[config.mk]
export PLATFORM = sky130hd
export DESIGN_NAME = flash_sample_reader
export DESIGN_NICKNAME = d
export VERILOG_FILES = /design/src/rtl/flash_sample_reader.sv
export SDC_FILE = /design/constraint.sdc
export NUM_CORES = 1
export LEC_CHECK = 0
export CORE_MARGIN = 2
export CORE_UTILIZATION = 45
export CTS_CLUSTER_DIAMETER = 80
export DETAILED_ROUTE_END_ITERATION = 6
export PLACE_DENSITY = 0.76
export SETUP_SLACK_MARGIN = 0.02
export SLEW_MARGIN = 25
export SYNTH_ARGS = -nofsm -noshare
export SYNTH_HDL_FRONTEND = slang
export SYNTH_SLANG_ARGS = --single-unit
[constraint.sdc]
create_clock -name clock50 -period 2.2 [get_ports clock50]
set_input_delay 0.33 -clock clock50 [delete_from_list [all_inputs] [get_ports clock50]]
set_output_delay 0.33 -clock clock50 [all_outputs]
set_load 0.01 [all_outputs]
[src/rtl/flash_sample_reader.sv]
`default_nettype none
// ============================================================================
// Module      : flash_sample_reader
// Description : Producer side of the flash-to-audio sample hand-off. Reads
//               32-bit words from an Avalon-MM flash port, presents them as
//               two 16-bit samples one at a time, and advances when the
//               consumer confirms. PS/2 keys select forward/backward play
//               and restart.
// Revision    : 1.0 - initial release
// ============================================================================
module flash_sample_reader #(
    parameter int                ADDR_W     = 23,
    parameter logic [ADDR_W-1:0] START_ADDR = 23'h000000,
    parameter logic [ADDR_W-1:0] END_ADDR   = 23'h07FFFF
) (
    input  logic              clock50,
    input  logic              rstn,
    input  logic [7:0]        key_control,
    input  logic              confirm_pass,
    output logic [15:0]       getdata,
    output logic              data_valid,
    output logic              flash_mem_read,
    output logic [ADDR_W-1:0] flash_mem_address,
    output logic [3:0]        flash_mem_byteenable,
    input  logic              flash_mem_waitrequest,
    input  logic [31:0]       flash_mem_readdata,
    input  logic              flash_mem_readdatavalid
);

    localparam logic [2:0] S_REQ       = 3'd0;
    localparam logic [2:0] S_WAIT_DATA = 3'd1;
    localparam logic [2:0] S_FIRST     = 3'd2;
    localparam logic [2:0] S_SECOND    = 3'd3;
    localparam logic [2:0] S_ADVANCE   = 3'd4;

    localparam logic [7:0] c_KEY_FWD     = 8'h2B;
    localparam logic [7:0] c_KEY_BWD     = 8'h32;
    localparam logic [7:0] c_KEY_RESTART = 8'h2D;

    localparam logic [ADDR_W-1:0] c_ADDR_ONE = {{(ADDR_W-1){1'b0}}, 1'b1};

    logic [2:0]        r_state;
    logic              r_dir;          // 1 = forward, 0 = backward
    logic              r_restart;
    logic [7:0]        r_key_prev;
    logic [31:0]       r_word;
    logic              r_word_dir;     // direction in force when r_word was captured
    logic [15:0]       r_getdata;
    logic              r_valid;
    logic              r_read;
    logic [ADDR_W-1:0] r_addr;

    logic [2:0]        w_state_d;
    logic              w_dir_d;
    logic              w_restart_d;
    logic [31:0]       w_word_d;
    logic              w_word_dir_d;
    logic [15:0]       w_getdata_d;
    logic              w_valid_d;
    logic              w_read_d;
    logic [ADDR_W-1:0] w_addr_d;
    logic              w_restart_edge;
    logic [ADDR_W-1:0] w_addr_fwd;
    logic [ADDR_W-1:0] w_addr_bwd;

    // Next-state, next-output and address-step computation
    always_comb begin
        w_state_d    = r_state;
        w_dir_d      = r_dir;
        w_restart_d  = r_restart;
        w_word_d     = r_word;
        w_word_dir_d = r_word_dir;
        w_getdata_d  = r_getdata;
        w_valid_d    = r_valid;
        w_read_d     = r_read;
        w_addr_d     = r_addr;

        // Region-bounded stepping; wrap only at the region ends
        w_addr_fwd = (r_addr == END_ADDR)   ? START_ADDR : r_addr + c_ADDR_ONE;
        w_addr_bwd = (r_addr == START_ADDR) ? END_ADDR   : r_addr - c_ADDR_ONE;

        // Restart is edge-triggered so a held R key restarts only once
        w_restart_edge = (key_control == c_KEY_RESTART) && (r_key_prev != c_KEY_RESTART);

        if (key_control == c_KEY_FWD) begin
            w_dir_d = 1'b1;
        end else if (key_control == c_KEY_BWD) begin
            w_dir_d = 1'b0;
        end

        if (w_restart_edge) begin
            w_restart_d = 1'b1;
        end

        case (r_state)
            S_REQ: begin
                if (r_read && !flash_mem_waitrequest) begin
                    w_read_d  = 1'b0;
                    w_state_d = S_WAIT_DATA;
                end else begin
                    w_read_d  = 1'b1;
                end
            end
            S_WAIT_DATA: begin
                if (flash_mem_readdatavalid) begin
                    w_word_d     = flash_mem_readdata;
                    w_word_dir_d = r_dir;
                    w_getdata_d  = r_dir ? flash_mem_readdata[15:0] : flash_mem_readdata[31:16];
                    w_valid_d    = 1'b1;
                    w_state_d    = S_FIRST;
                end
            end
            S_FIRST: begin
                if (confirm_pass) begin
                    // Second half follows the order fixed at capture time
                    w_getdata_d = r_word_dir ? r_word[31:16] : r_word[15:0];
                    w_state_d   = S_SECOND;
                end
            end
            S_SECOND: begin
                if (confirm_pass) begin
                    w_valid_d = 1'b0;
                    w_state_d = S_ADVANCE;
                end
            end
            S_ADVANCE: begin
                if (r_restart) begin
                    w_addr_d = r_dir ? START_ADDR : END_ADDR;
                end else if (r_dir) begin
                    w_addr_d = w_addr_fwd;
                end else begin
                    w_addr_d = w_addr_bwd;
                end
                // A fresh R press landing in this very cycle is kept
                w_restart_d = w_restart_edge;
                w_state_d   = S_REQ;
            end
            default: begin
                w_state_d = S_REQ;
                w_read_d  = 1'b0;
            end
        endcase
    end

    // State and registered outputs, synchronous reset overrides everything
    always_ff @(posedge clock50) begin
        if (rstn) begin
            r_state    <= S_REQ;
            r_dir      <= 1'b1;
            r_restart  <= 1'b0;
            r_key_prev <= 8'h00;
            r_word     <= 32'h0;
            r_word_dir <= 1'b1;
            r_getdata  <= 16'h0;
            r_valid    <= 1'b0;
            r_read     <= 1'b0;
            r_addr     <= START_ADDR;
        end else begin
            r_state    <= w_state_d;
            r_dir      <= w_dir_d;
            r_restart  <= w_restart_d;
            r_key_prev <= key_control;
            r_word     <= w_word_d;
            r_word_dir <= w_word_dir_d;
            r_getdata  <= w_getdata_d;
            r_valid    <= w_valid_d;
            r_read     <= w_read_d;
            r_addr     <= w_addr_d;
        end
    end

    assign getdata              = r_getdata;
    assign data_valid           = r_valid;
    assign flash_mem_read       = r_read;
    assign flash_mem_address    = r_addr;
    assign flash_mem_byteenable = 4'hF;

endmodule
`default_nettype wire

==> impl_metrics.tcl <==
set metrics [dict create \
    ys_types 61 \
    switchingPower_mw 1.23 \
    startpoint_type "register" \
    violations "DRC" \
    rr_worst_depth 7 \
    postRouteAntennaNets 0 \
    vdd_drop_max_uv 352 \
    cts_tree "yes" \
    finalWorstSetupSlack_ps 117 \
    power_density_mw_per_mm2 592 \
    totalNegativeSetupSlack_ps 0 \
    cts_buffers 9 \
    path_cells "and4_1 -> buf_4 -> and4_1 -> nand3_1 -> a21o_1 -> a22oi_1 -> o21ai_0" \
    antenna_cells 0 \
    core-area_mm2 0.0107 \
    final_common_cell "nand2_1" \
    slew_headroom_pct 56.9 \
    wirelength_um 15100 \
    synth-edff-count 0 \
    critPathMostFrequentCell "and4_1" \
    arrival_ps 2340 \
    pwr-share-comb_pct 25.3 \
    path_depth 7 \
    track_usage_pct 25.4 \
    drive_gt1_share_pct 14.2 \
    synth_top_family_by_area "simple AND/OR/NAND/NOR gates" \
    die_area_mm2 0.0117 \
    power.leakage_nw 2.34 \
    grt_pass1_vias 4941 \
    critical_path_class "reg2reg" \
    hold_path.class "in2reg" \
    synthAdderAreaFrac_pct 0.766 \
    final_core_util_pct 59.6 \
    avgSynthCellArea_um2 7.56 \
    endpoint_kind "register" \
    clk-insertion-delay-late_ps 370 \
    finClkSkew_ps 9.38 \
    pin_count 90 \
    period_minus_slack_ps 2080 \
    async_flop_share_pct 0 \
    syn_inst 648 \
    synth-compound-area-share_pct 22.7 \
    tightest_slew_ps 647 \
    outcome "complete, but fails checks" \
    clkPwrFrac_pct 28.7 \
    yosysWarnings 0 \
    portBuffers 85 \
    cts_buffer_depth 2 \
    syn_area_mm2 0.00490 \
    synth_seq_cells 87 \
    die_y_um 108 \
    die_w_um 108 \
    pre_cts_ws_ps -31.6 \
    synthMuxAreaShare_pct 3.93 \
    internal-power_mw 2.56 \
    finalHoldViolCount 0 \
    cts_sinks 87 \
    final_max_slew_viol_count 0 \
    routedWlPerCell_um 16.9 \
    fin_crit_sh_pct 94.7 \
    crit_family "simple AND/OR/NAND/NOR gates" \
    vias_per_cell 5.82 \
    synth-main-ff-cell "dfxtp_1" \
    grt_max_degree 53 \
    gp_routability_congestion 0.989 \
    hpwl_um 10700 \
    gr-total-overflow 0 \
    yosys.area_share.xor_xnor_pct 2.32 \
    seqPwrFrac_pct 46.1 \
    setup_viol_count_final 0 \
    grt_pass1_wl_um 23800 \
    cap_viol_max_count 0 \
    start_util_pct 45.6 \
    drt_iter0_drc 520 \
    final_cell_mix "117 x nand2_1, 84 x clkdlybuf4s50_1, 83 x dfxtp_1, 72 x a21oi_1, 61 x buf_4" \
    h-tree-depth 3 \
    critPathMaxStageDelay_ps 530 \
    final.fill_count 1001 \
    design_power_total_mw 3.79 \
    drtPass1Iterations 7 \
    rsz0062_at_grt "no" \
    clk_pin_slew_ps 100 \
    syn2layout_area_growth_pct 30.6 \
    nets 795 \
    crit_fanout 8 \
    vias 5191 \
    ys_seq_area_share_pct 35.5 \
    root_buffer "clkbuf_8" \
    synthSimpleGateAreaFrac_pct 28.7 \
    drc_errors 1 \
    fmax_mhz 480 \
    min_path_cells 2 \
    rows 38 \
    path_buf_inv 1 \
    cp.required_ps 2460 \
    sw_frac_of_total_pct 32.6 \
    slowest_stage "dfxtp_1" \
    antenna_found_initial 0 \
]
kinds of logic after synthesis:
| group | count (synthesis) |
|---|---|
| adder cells (fa/ha/maj) | 3 |
| XOR/XNOR | 13 |
| buffers and inverters | 67 |
| AND/OR/NAND/NOR | 283 |
| AO/OA/AOI/OAI | 175 |
| multiplexers | 19 |
| flip-flops | 87 |
| other | 1 |
area by class of cell:
type | count | area, um^2 | share of cell area (%)
multi-input combinational | 497 | 2950 | 46.0
sequential | 87 | 1750 | 27.3
timing repair buffer | 147 | 1320 | 20.7
tap | 140 | 175 | 2.74
clock buffer | 9 | 124 | 1.93
clock inverter | 7 | 67.6 | 1.06
inverter | 5 | 18.8 | 0.293
power groups by stage:
stage          Combinational [mW]  Sequential, mW  Clock [mW]
4_1_cts                     0.929            1.74        1.11
5_1_grt                      1.04            1.76        1.17
3_5_place_dp                0.924            1.78           0
2_1_floorplan               0.519            1.78           0
6_report                    0.958            1.75        1.09
3_3_place_gp                0.904            1.77           0
path summary, 6_finish.rpt:
check | startpoint | end | slack [ps]
worst max-delay path | flash_mem_address[6] | flash_mem_address[17] | 120
worst min-delay path | rstn | r_word[17] | 360
worst max register to register | flash_mem_address[6] | flash_mem_address[17] | 120
worst min register to register | getdata[13] | getdata[13] | 460
cell usage after synthesis, drive strengths merged (6+ instances only):
library cell,count,area (um^2)
a211o,16,140
a31oi,12,81.3
xnor2,7,61.3
nor2b,30,188
dfxtp,87,1740
nor3,19,95.1
nand3,19,95.1
nor2,34,130
o21ai,23,115
buf,20,116
nand4,14,87.6
a21oi,74,370
nor4,7,50.1
nand2,117,439
a211oi,21,163
xor2,6,52.6
mux2i,17,170
clkbuf,42,158
or3,8,50.1
per-stage QoR:
step / instance area, um^2 / hold slack, ps / instances
floorplan: 4910 / 436 / 651
global placement: 6150 / 440 / 875
detailed placement: 6150 / 447 / 875
CTS: 6340 / 336 / 891
global route: 6400 / 350 / 892
finish: 6400 / 356 / 892
flip-flops by register name (all words and copies together), names as in the netlist:
name / count
r_dir: 1
r_word: 32
data_valid: 1
getdata: 16
r_word_dir: 1
r_key_prev: 8
flash_mem_address: 23
flash_mem_read: 1
r_restart: 1
r_state: 3
what timing repair did:
action,in CTS,in global routing
gates resized for setup,1,12
hold buffers,0,0
setup endpoints to repair,1,16
setup buffers,0,1
hold endpoints to repair,0,0
cloned,0,0
routing by layer:
| metal | vias to the layer above | wire length (um) | track usage [%] |
|---|---|---|---|
| met3 | 30 | 1040 | 4.88 |
| met2 | 195 | 7190 | 42.4 |
| met5 | - | 0 | 0 |
| met4 | 0 | 324 | 9.43 |
| li1 | 2506 | - | - |
| met1 | 2460 | 6530 | 32.5 |
Power figures use the tool's default switching activity.
==> RTL edit 1, RTL diff (config.mk and constraints unchanged) <==
`r_key_prev`, `r_word` and `r_getdata` no longer have a reset.
--- a/src/rtl/flash_sample_reader.sv
+++ b/src/rtl/flash_sample_reader.sv
@@ -150,6 +150,3 @@
             r_restart  <= 1'b0;
-            r_key_prev <= 8'h00;
-            r_word     <= 32'h0;
             r_word_dir <= 1'b1;
-            r_getdata  <= 16'h0;
             r_valid    <= 1'b0;
@@ -161,6 +158,3 @@
             r_restart  <= w_restart_d;
-            r_key_prev <= key_control;
-            r_word     <= w_word_d;
             r_word_dir <= w_word_dir_d;
-            r_getdata  <= w_getdata_d;
             r_valid    <= w_valid_d;
@@ -169,2 +163,8 @@
         end
+    end
+
+    always_ff @(posedge clock50) begin
+        r_key_prev <= key_control;
+        r_word     <= w_word_d;
+        r_getdata  <= w_getdata_d;
     end
Function: changed (a bounded check fails within 4 cycles, from zero or initial values and one cycle with rstn high).
==> RTL edit 1 against the unedited design <==
- area after synthesis shrank 2.7%
- routed wire length decreased by 17%
- sequential power rose by 9%
- highest routed layer unchanged
- non-clock buffer count fell by 19
- count of clock-buffer cells in the layout did not move
- design area fell by 4.5%
- sequential cell count did not move
- worst setup slack got worse by 0.017 ns
- power is 4.5% higher
==> RTL edit 1: results (changes against the unedited design) <==
metric,value,unit,change
outcome,"complete, no violations",,
synth_area_leaders,"edfxtp_1 (30%), dfxtp_1 (16%), a21oi_1 (5.0%)",,
startpoint,flash_mem_address[1],,
grt_first_pass_wirelength,20.07,mm,-16%
power,3.960,mW,+4.5%
fin_util,0.5925,,-0.003297
post-route-drc-count,0,,-1
seq_cell_power,1.91,mW,+9%
met1_usage,0.2935,,-0.03165
grt_max_degree,38,,-28%
pre_cts_ws,0.1617,ns,+0.1933 ns
grt_pass1_vias,4049,,-18%
synth_common_cells,"a21oi_1 (48), edfxtp_1 (48), dfxtp_1 (39)",,
final_cells,732,,-18%
critical_path_arrival,2.40,ns,+0.06 ns
dr.first_iter.drc_count,269,,-48%
period_minus_slack,2.100,ns,+0.01738 ns
hold_ws,0.4445,ns,+0.08866 ns
clkPwrFrac,0.273,,-0.014
cpLargestDelayFamily,simple AND/OR/NAND/NOR gates,,
met1_length,5.385,mm,-18%
worstSetupEndpoint,flash_mem_address[5],,
place_congestion,0.8836,,-11%
nets,639,,-20%
crit_slowest_cell,or4_1,,
ys.flop_type,edfxtp_1,,
reg2reg_slack,0.1,ns,-0.02 ns
wl_per_cell,17.18,um,+1.6%
rr_worst_depth,8,,+1
fillCellCount,870,,-13%
worst_pin_slew,0.6091,ns,-0.03744 ns
cp_max_fo,6,,-2
num_vias,4285,,-17%
drive_gt1_frac,0.1493,,+0.007042
place_area,5892,um^2,-4.2%
p_switching,1.206,mW,-2.3%
dr_wl_met3,894,um,-14%
ys_seq_area_frac,0.4661,,+0.1108
use_met2,0.3585,,-0.06512
drt_first_pass_iters,6,,-1
r2r_start,flash_mem_address[1],,
synth.avg_cell_area,9.650,um^2,+28%
hpwl,8.818,mm,-18%
cpPeakStageDelay,0.41,ns,-0.12 ns
hp-start,key_control[5],,
dp_cells,716,,-18%
wl_met2,6.004,mm,-17%
min_path_cells,1,,-1
peakVddDrop,0.0004099,V,+16%
RTL edit 1: what timing repair did:
item                       CTS  global route
buffers inserted             0             0
gates resized for setup      0            11
setup endpoints to repair    0            16
RTL edit 1: area by class of cell:
type | count | area share
inverters | 7 | 0.004295
repair buffers | 128 | 0.1980
clock buffers | 9 | 0.02025
multi-input cells | 358 | 0.3749
clock inverters | 7 | 0.01084
well taps | 136 | 0.02782
flip-flops and latches | 87 | 0.3639
RTL edit 1: worst register-to-register path: stages (launching register included):
cell and delay, ns:
dfxtp_1 0.36, ha_1 0.23, nand3_1 0.26, nor4_4 0.07, a31oi_1 0.30, buf_4 0.19
nand2_1 0.09, or4_1 0.41, a31oi_1 0.13
RTL edit 1: kinds of logic after synthesis:
kind of cell	count (synthesis)	synth area share
compound gates	133	0.1787
xor+xnor	7	0.01286
fa+ha+maj	3	0.007875
buf+inv	52	0.06483
flops	87	0.4661
mux	25	0.05354
other cells	1	0.0007866
simple gates	186	0.2152
==> RTL edit 2, RTL diff (config.mk and constraints unchanged) <==
Without the edit above. Change the parameter `ADDR_W` from 23 to 27.
--- a/src/rtl/flash_sample_reader.sv
+++ b/src/rtl/flash_sample_reader.sv
@@ -11,3 +11,3 @@
 module flash_sample_reader #(
-    parameter int                ADDR_W     = 23,
+    parameter int                ADDR_W     = 27,
     parameter logic [ADDR_W-1:0] START_ADDR = 23'h000000,
Interface: changed (resized flash_mem_address); port bits go from 90 to 94. No check against the original RTL was run, so the function may have changed too.
==> RTL edit 2 against the unedited design <==
- the flow still finishes with violations (DRC)
- worst setup slack lost 0.024 ns
- final cell count grew 6.4%
- sequential cell count grew 4
- power grew 12%
- area after synthesis grew 9.5%
- routed wire length grew 9.5%
- clock power grew 37%
- hold slack gained 0.099 ns
- clock skew grew 0.0039 ns
- design area grew 11%
- via count grew 12%
- global-route usage grew 0.30 points
- critical path type unchanged
==> RTL edit 2: results (changes against the unedited design) <==
metric,value,unit,change
pre_cts_ws,0.01491,ns,+0.04652 ns
place_congestion,1.023,,+3.5%
cp_max_fo,5,,-3
cpPeakStageDelay,0.61,ns,+0.08 ns
violations,DRC,,
hp-start,r_word[21],,
signal_buffers,161,,+9.5%
use_met2,0.4152,,-0.008460
drive_gt1_frac,0.1663,,+0.02397
syn-instance-count,692,,+6.8%
multi_input_cells,523,,+5.2%
grt_usage,0.2568,,+0.002999
root_buffer,clkbuf_16,,
inverters,15,,+10
buf_share,0.2051,,-0.001670
wl_per_cell,17.42,um,+3.0%
clock_area_frac,0.03925,,+0.009350
hpwl,11.62,mm,+8.1%
fillCellCount,1036,,+3.5%
taps,143,,+2.1%
hold_path_class,flip-flop to flip-flop,,
grt_pass1_vias,5549,,+12%
post-route-drc-count,8,,+7
dp_cells,928,,+6.1%
fin_skew,0.01324,ns,+0.003861 ns
p_seq_frac,0.416,,-0.045
worst_pin_slew,0.9507,ns,+0.3041 ns
synth_area_leaders,"dfxtp_1 (34%), a21oi_1 (7.0%), nand2_1 (6.2%)",,
leakagePower,2.501,nW,+6.8%
pg_clk,1.49,mW,+37%
ys_types,69,,+13%
nets,849,,+6.8%
multi_input_area,3281,um^2,+11%
dr.first_iter.drc_count,639,,+23%
synth_common_cells,"dfxtp_1 (91), nand2_1 (88), a21oi_1 (75)",,
grt.met3_usage,0.04660,,-0.002226
met1_usage,0.3346,,+0.009357
final_cells,949,,+6.4%
outcome,finished with violations,,
vias_per_cell,6.110,,+5.0%
==> RTL edit 2: kinds of logic (layout without fill, tap and decap cells) <==
| logic type | count (synthesis) | count (layout) | share of synthesized area |
|---|---|---|---|
| mux | 20 | 20 | 0.03753 |
| fa+ha+maj | 3 | 3 | 0.006994 |
| buf+inv | 81 | 192 | 0.07436 |
| simple gates | 298 | 298 | 0.2981 |
| other cells | 1 | 4 | 0.0006986 |
| xor+xnor | 8 | 8 | 0.01305 |
| flops | 91 | 91 | 0.3394 |
| compound gates | 190 | 190 | 0.2298 |
==> RTL edit 2: final timing paths <==
kind,end,slack (ns),cells after the start
worst max-delay path,flash_mem_address[19],0.09,5
worst min-delay path,r_word[21],0.45,2
worst min register to register,r_word[21],0.45,2
worst max register to register,flash_mem_address[19],0.09,5
==> RTL edit 2: metal layers <==
layer / wire [um] / vias to the layer above
met5: 0 / -
met4: 435 / 0
met3: 1296 / 39
met2: 7809 / 283
met1: 6992 / 2728
li1: - / 2748
